**config.mk**
```make
export PLATFORM = sky130hd
export DESIGN_NAME = price_window_sequencer
export DESIGN_NICKNAME = d
export VERILOG_FILES = /design/src/rtl/ta_pkg.sv /design/src/rtl/price_window_buf.sv /design/src/rtl/price_window_sequencer.sv
export SDC_FILE = /design/constraint.sdc
export NUM_CORES = 1
export LEC_CHECK = 0
export ABC_AREA = 1
export CORE_MARGIN = 10
export CORE_UTILIZATION = 40
export DETAILED_ROUTE_END_ITERATION = 12
export HOLD_SLACK_MARGIN = 0.06
export SETUP_SLACK_MARGIN = 0.5
export SLEW_MARGIN = 10
export SYNTH_ARGS = -nofsm -noshare
export SYNTH_HDL_FRONTEND = slang
export SYNTH_SLANG_ARGS = --single-unit
```
**constraint.sdc**
```tcl
create_clock -name clk -period 3.4 [get_ports clk]
set_clock_uncertainty 0.15 [all_clocks]
set_input_delay 0.85 -clock clk [delete_from_list [all_inputs] [get_ports clk]]
set_output_delay 0.85 -clock clk [all_outputs]
set_load 0.05 [all_outputs]
```
**src/rtl/ta_pkg.sv**
```systemverilog
// ta_pkg: definitions shared by the price window sequencer and the indicator
// engines.
//   seq_state_t  - sequencer FSM state encoding
//   CNT_W        - width of window pointer and fill-count fields
//   DEF_WINDOW   - default window depth
//   DEF_DW       - default price width
//   sat_inc()    - increment that saturates at a limit
package ta_pkg;

  localparam int CNT_W      = 5;
  localparam int DEF_WINDOW = 14;
  localparam int DEF_DW     = 16;

  typedef enum logic [1:0] {
    ST_IDLE   = 2'd0,
    ST_ISSUE  = 2'd1,
    ST_WAIT   = 2'd2,
    ST_REPORT = 2'd3
  } seq_state_t;

  function automatic logic [CNT_W-1:0] sat_inc(input logic [CNT_W-1:0] val,
                                               input logic [CNT_W-1:0] lim);
    return (val >= lim) ? lim : val + 1'b1;
  endfunction

endpackage

```
**src/rtl/price_window_buf.sv**
```systemverilog
// price_window_buf: WINDOW-deep circular price buffer.
//   clk, rst   - clock, async active-high reset (clears pointer and count only)
//   flush      - clear pointer and count
//   we         - write wr_data at wr_ptr, advance pointer, bump count
//   wr_data    - price to store
//   rd_oldest  - slot at wr_ptr; once full this is the price about to be evicted
//   count      - number of valid entries, saturating at WINDOW
module price_window_buf
  import ta_pkg::*;
#(
  parameter int WINDOW = DEF_WINDOW,
  parameter int DW     = DEF_DW
) (
  input  logic             clk,
  input  logic             rst,
  input  logic             flush,
  input  logic             we,
  input  logic [DW-1:0]    wr_data,
  output logic [DW-1:0]    rd_oldest,
  output logic [CNT_W-1:0] count
);

  localparam int AW = $clog2(WINDOW);

  logic [DW-1:0] mem [WINDOW];
  logic [AW-1:0] wr_ptr;

  always_ff @(posedge clk or posedge rst) begin
    if (rst) begin
      wr_ptr <= '0;
      count  <= '0;
    end else if (flush) begin
      wr_ptr <= '0;
      count  <= '0;
    end else if (we) begin
      wr_ptr <= (wr_ptr == AW'(WINDOW - 1)) ? '0 : wr_ptr + 1'b1;
      count  <= sat_inc(count, CNT_W'(WINDOW));
    end
  end

  // Contents are don't-care after reset; count says which slots are valid.
  always_ff @(posedge clk) begin
    if (we) mem[wr_ptr] <= wr_data;
  end

  assign rd_oldest = mem[wr_ptr];

endmodule

```
**src/rtl/price_window_sequencer.sv**
```systemverilog
// price_window_sequencer: accepts one price per round, strobes the indicator
// engines with new/oldest price and fill count, collects their done pulses
// (with timeout) and reports a round-complete event.
//   clk, rst          - clock, async active-high reset
//   in_valid/in_price - offered price; in_ready accepts it
//   flush             - clear window (IDLE only, wins over in_valid)
//   cfg_enable        - per-engine enable, sampled at ISSUE
//   ind_strobe        - one-cycle strobe with ind_price/ind_oldest/ind_count/ind_full
//   ind_done          - per-engine completion pulses (honoured in WAIT only)
//   round_valid       - one-cycle pulse with round_done_mask / round_timeout
//
// state     | meaning
// ----------+----------------------------------------------------------
// ST_IDLE   | ready for a price; flush clears the window
// ST_ISSUE  | strobe engines, write price into window, load pend/timer
// ST_WAIT   | collect done pulses until all enabled engines or timeout
// ST_REPORT | round_valid pulse, then back to IDLE
module price_window_sequencer
  import ta_pkg::*;
#(
  parameter int WINDOW  = DEF_WINDOW,
  parameter int DW      = DEF_DW,
  parameter int N_IND   = 3,
  parameter int TIMEOUT = 64
) (
  input  logic             clk,
  input  logic             rst,
  input  logic             in_valid,
  input  logic [DW-1:0]    in_price,
  output logic             in_ready,
  input  logic             flush,
  input  logic [N_IND-1:0] cfg_enable,
  output logic             ind_strobe,
  output logic [DW-1:0]    ind_price,
  output logic [DW-1:0]    ind_oldest,
  output logic [4:0]       ind_count,
  output logic             ind_full,
  input  logic [N_IND-1:0] ind_done,
  output logic             round_valid,
  output logic [N_IND-1:0] round_done_mask,
  output logic             round_timeout
);

  localparam int TW = $clog2(TIMEOUT);
  // Down-counter: WAIT cycle k (from 0) sees TIMEOUT-1-k; zero marks the last one.
  localparam logic [TW-1:0] TMR_LOAD = TW'(TIMEOUT - 1);

  seq_state_t       state;
  logic             ready_q;
  logic [N_IND-1:0] pend;
  logic [N_IND-1:0] got;
  logic [N_IND-1:0] got_nxt;
  logic [TW-1:0]    tmr;
  logic             accept;
  logic             all_done;
  logic             buf_flush;
  logic             buf_we;
  logic             win_full;
  logic [DW-1:0]    buf_oldest;
  logic [CNT_W-1:0] buf_count;
  logic [CNT_W-1:0] count_post;

  // ready_q is registered so in_ready stays low through reset and rises one
  // clock after release; flush masks it combinationally.
  assign in_ready   = ready_q & ~flush;
  assign accept     = (state == ST_IDLE) & in_valid & in_ready;
  assign buf_flush  = (state == ST_IDLE) & flush;
  assign buf_we     = (state == ST_ISSUE);
  assign win_full   = (buf_count == CNT_W'(WINDOW));
  assign count_post = sat_inc(buf_count, CNT_W'(WINDOW));
  assign got_nxt    = got | (ind_done & pend);
  assign all_done   = (got_nxt == pend);

  price_window_buf #(
    .WINDOW (WINDOW),
    .DW     (DW)
  ) u_buf (
    .clk       (clk),
    .rst       (rst),
    .flush     (buf_flush),
    .we        (buf_we),
    .wr_data   (ind_price),
    .rd_oldest (buf_oldest),
    .count     (buf_count)
  );

  always_ff @(posedge clk or posedge rst) begin
    if (rst) begin
      state           <= ST_IDLE;
      ready_q         <= 1'b0;
      pend            <= '0;
      got             <= '0;
      tmr             <= '0;
      ind_strobe      <= 1'b0;
      ind_price       <= '0;
      ind_oldest      <= '0;
      ind_count       <= '0;
      ind_full        <= 1'b0;
      round_valid     <= 1'b0;
      round_done_mask <= '0;
      round_timeout   <= 1'b0;
    end else begin
      ind_strobe    <= 1'b0;
      round_valid   <= 1'b0;
      round_timeout <= 1'b0;
      case (state)
        ST_IDLE: begin
          if (accept) begin
            state      <= ST_ISSUE;
            ready_q    <= 1'b0;
            ind_strobe <= 1'b1;
            ind_price  <= in_price;
            ind_oldest <= win_full ? buf_oldest : '0;
            ind_count  <= count_post;
            ind_full   <= (count_post == CNT_W'(WINDOW));
          end else begin
            ready_q <= 1'b1;
          end
        end
        ST_ISSUE: begin
          pend  <= cfg_enable;
          got   <= '0;
          tmr   <= TMR_LOAD;
          state <= ST_WAIT;
        end
        ST_WAIT: begin
          got <= got_nxt;
          if (all_done || tmr == '0) begin
            state           <= ST_REPORT;
            round_valid     <= 1'b1;
            round_timeout   <= ~all_done;
            round_done_mask <= got_nxt | ~pend;
          end else begin
            tmr <= tmr - 1'b1;
          end
        end
        ST_REPORT: begin
          state   <= ST_IDLE;
          ready_q <= 1'b1;
        end
        default: state <= ST_IDLE;
      endcase
    end
  end

endmodule

```
==> results.yml <==
clock_network:
  clk_path_buf_depth: 3
  cts_sinks: 292
  cts_root_buf: "clkbuf_16"
  cts_inserted_buffers: 31
  cts.clk_slew.worst_paths_ps: 60
  cts.htree.levels: 1
  tritoncts: "built"
  clkLatencyLatePin_ps: 550
critical_path:
  worstPathCellList: "clkdlybuf4s50_1"
  critPathMaxStageDelay_ps: 850
  endpoint_kind: "output pin"
  cp_slowest_cell: "clkdlybuf4s50_1"
  cp.required_ps: 2400
  path_buf_inv: 1
  cp.arrival_ps: 1840
  path_class: "reg2out"
  crit_family: "buffers and inverters"
  startpoint_type: "flip-flop"
  critPathMaxFanout: 2
yosys:
  post-synth-top-area-cell: "edfxtp_1"
  ys_ff_latch: 292
  avgSynthCellArea_um2: 10.19
  synthDistinctLibCells: 31
  yosysWarnings: 0
  synthCells: 1196
  synth.cell_area_um2: 12190
  ys.flop_type: "edfxtp_1"
  yosysSeqAreaShare_pct: 69.17
  netlist.area_leader.share_pct: 55.20
  async_reset_ff_share_pct: 23.29
  synth_edf_count: 224
  synth_area_leaders: "edfxtp_1 55%, nand2_1 20%, dfrtp_1 14%"
  synth_nets: 1234
timing:
  maxSlewViolCount: 0
  max_freq_mhz: 352.6
  holdWs_ps: 330.3
  tightest_slew_ps: 670.8
  fin_ws_ps: 563.6
  setup_tns_ps: 0
  rsz0062_at_grt: "no"
  finalHoldViolCount: 0
  post-route-min-period_ps: 2836
  final-setup-viol-count: 0
  post-route-period-util_pct: 83.42
  slew_headroom_pct: 55.03
detailed_routing:
  wl_per_cell_um: 18.78
  drt_iter0_drc: 668
  dr_total_vias: 8453
  drt_pre_antenna_iters: 5
  routed_via_density: 4.932
  wl_um: 32190
  ant_nets: 0
  drc: 0
global_routing:
  antenna_found_initial: 1
  grt_overflow: 0
  track_usage_pct: 16.76
  grt_max_degree: 78
  grt_pass1_wl_um: 50270
  grt_pass1_vias: 8333
floorplanning:
  core_area_um2: 29870
  ios: 71
  die-area_um2: 37850
  chipHeight_um: 194.5
  rows: 63
  start_util_pct: 40.79
  die_w_um: 194.5
power_and_ir_drop:
  p_seq_share_pct: 40.9
  powerDensity_nw_per_um2: 855.2
  p_sw_mw: 4.755
  internal_power_mw: 7.681
  p_comb_share_pct: 33.3
  total_power_mw: 12.44
  ir_drop_uv: 430.2
  p_clk_share_pct: 25.8
  leakagePower_nw: 6.367
  switching_share_pct: 38.24
cells_and_area:
  multiInputGateArea_um2: 3367
  fillers: 2729
  seq_area_um2: 8434
  finalNetCount: 1337
  syn_to_final_growth_pct: 19.32
  final_util_pct: 48.67
  drive_gt1_share_pct: 9.297
  design_area_um2: 14540
  final_cells: 1714
hold_path:
  hp-class: "reg2reg"
place:
  gp_congestion: 0.8111
  hpwl_um: 20670
  place_area_um2: 13580
  port_buffers: 70
  dp_slack_ps: 594.8
  dp_cells: 1656
outcome:
  status: "finished, final reports clean"
job:
  cap_violations: 0
==> logic make-up (layout without fill, tap and decap cells) <==
family | after synthesis | after routing | share of synthesized area (%)
DFF | 292 | 292 | 69.17
xor gates and xnor gates | 1 | 1 | 0.07189
buffers and inverters | 90 | 217 | 3.491
and+or+nand+nor | 735 | 735 | 23.19
AOI/OAI and AO/OA | 66 | 66 | 2.855
other | 0 | 1 | 0
adders and majority gates | 12 | 12 | 1.232
==> synth_stat cells (8+ instances only) <==
library cell / number
nand2_1: 645
edfxtp_1: 224
dfrtp_1: 68
nor2_1: 59
inv_1: 37
o21ai_0: 33
buf_2: 27
nand3_1: 16
o21ai_1: 16
ha_1: 12
clkbuf_1: 9
a21oi_1: 8
==> registers in the layout (all words and copies together) (netlist names) <==
signal and count:
got 3, ind_count 5, ind_full 1, ind_oldest 16, ind_price 16, ind_strobe 1
pend 3, ready_q 1, round_done_mask 3, round_timeout 1, round_valid 1, state 2
tmr 6, u_buf.count 5, u_buf.mem 224, u_buf.wr_ptr 4
==> repair_timing <==
item                       CTS  global route
resized for setup           10             1
hold buffers                 0             0
setup endpoints to repair   10             1
buffers inserted             0             0
==> worst paths after layout <==
| check | startpoint | cells after the start | endpoint | slack, ps |
|---|---|---|---|---|
| max | ind_price[2] | 1 | ind_price[2] | 560 |
| max reg2reg | u_buf.wr_ptr[0] | 5 | u_buf.mem[9][13] | 790 |
| min reg2reg | ind_oldest[11] | 2 | ind_oldest[11] | 330 |
| max in group asynchronous | rst | 3 | u_buf.wr_ptr[0] | 1870 |
| min | ind_oldest[11] | 2 | ind_oldest[11] | 330 |
| min in group asynchronous | rst | 2 | tmr[0] | 490 |
==> layer usage <==
metal | up-vias | track usage (%) | wire [um]
li1 | 4082 | - | -
met1 | 4036 | 22.76 | 14260
met2 | 284 | 26.51 | 15020
met3 | 51 | 3.373 | 2092
met4 | 0 | 4.997 | 820
met5 | - | 0 | 0
==> layout make-up <==
type | count | share of cell area [%]
clock buffer | 39 | 5.748
clock inverter | 18 | 0.9035
timing repair buffer | 121 | 7.779
multi-input combinational | 814 | 23.16
sequential | 292 | 58.01
antenna | 1 | 0.01721
tap | 390 | 3.356
inverter | 39 | 1.033
==> cell usage in the layout, fill, tap and decap left out, drive strengths merged <==
cell type	instances
a21oi	8
a22o	1
a31oi	2
buf	52
bufinv	2
clkbuf	39
clkdlybuf4s50	59
clkinv	16
clkinvlp	1
dfrtp	68
diode	1
dlygate4sd2	10
edfxtp	224
ha	12
inv	38
nand2	646
nand3	17
nand4	3
nor2	63
nor3	5
o21ai	50
o22ai	4
o31ai	1
or2	1
xnor2	1
==> power by group through the flow <==
stage | registers (mW) | clock network, mW | logic, mW
after floorplan | 5.53 | 0 | 2.18
after global placement | 5.16 | 0 | 4.15
after detailed placement | 5.17 | 0 | 4.18
after CTS | 5.10 | 3.26 | 4.16
after global routing | 5.14 | 3.39 | 4.66
final | 5.09 | 3.21 | 4.14
Power figures use the tool's default switching activity.
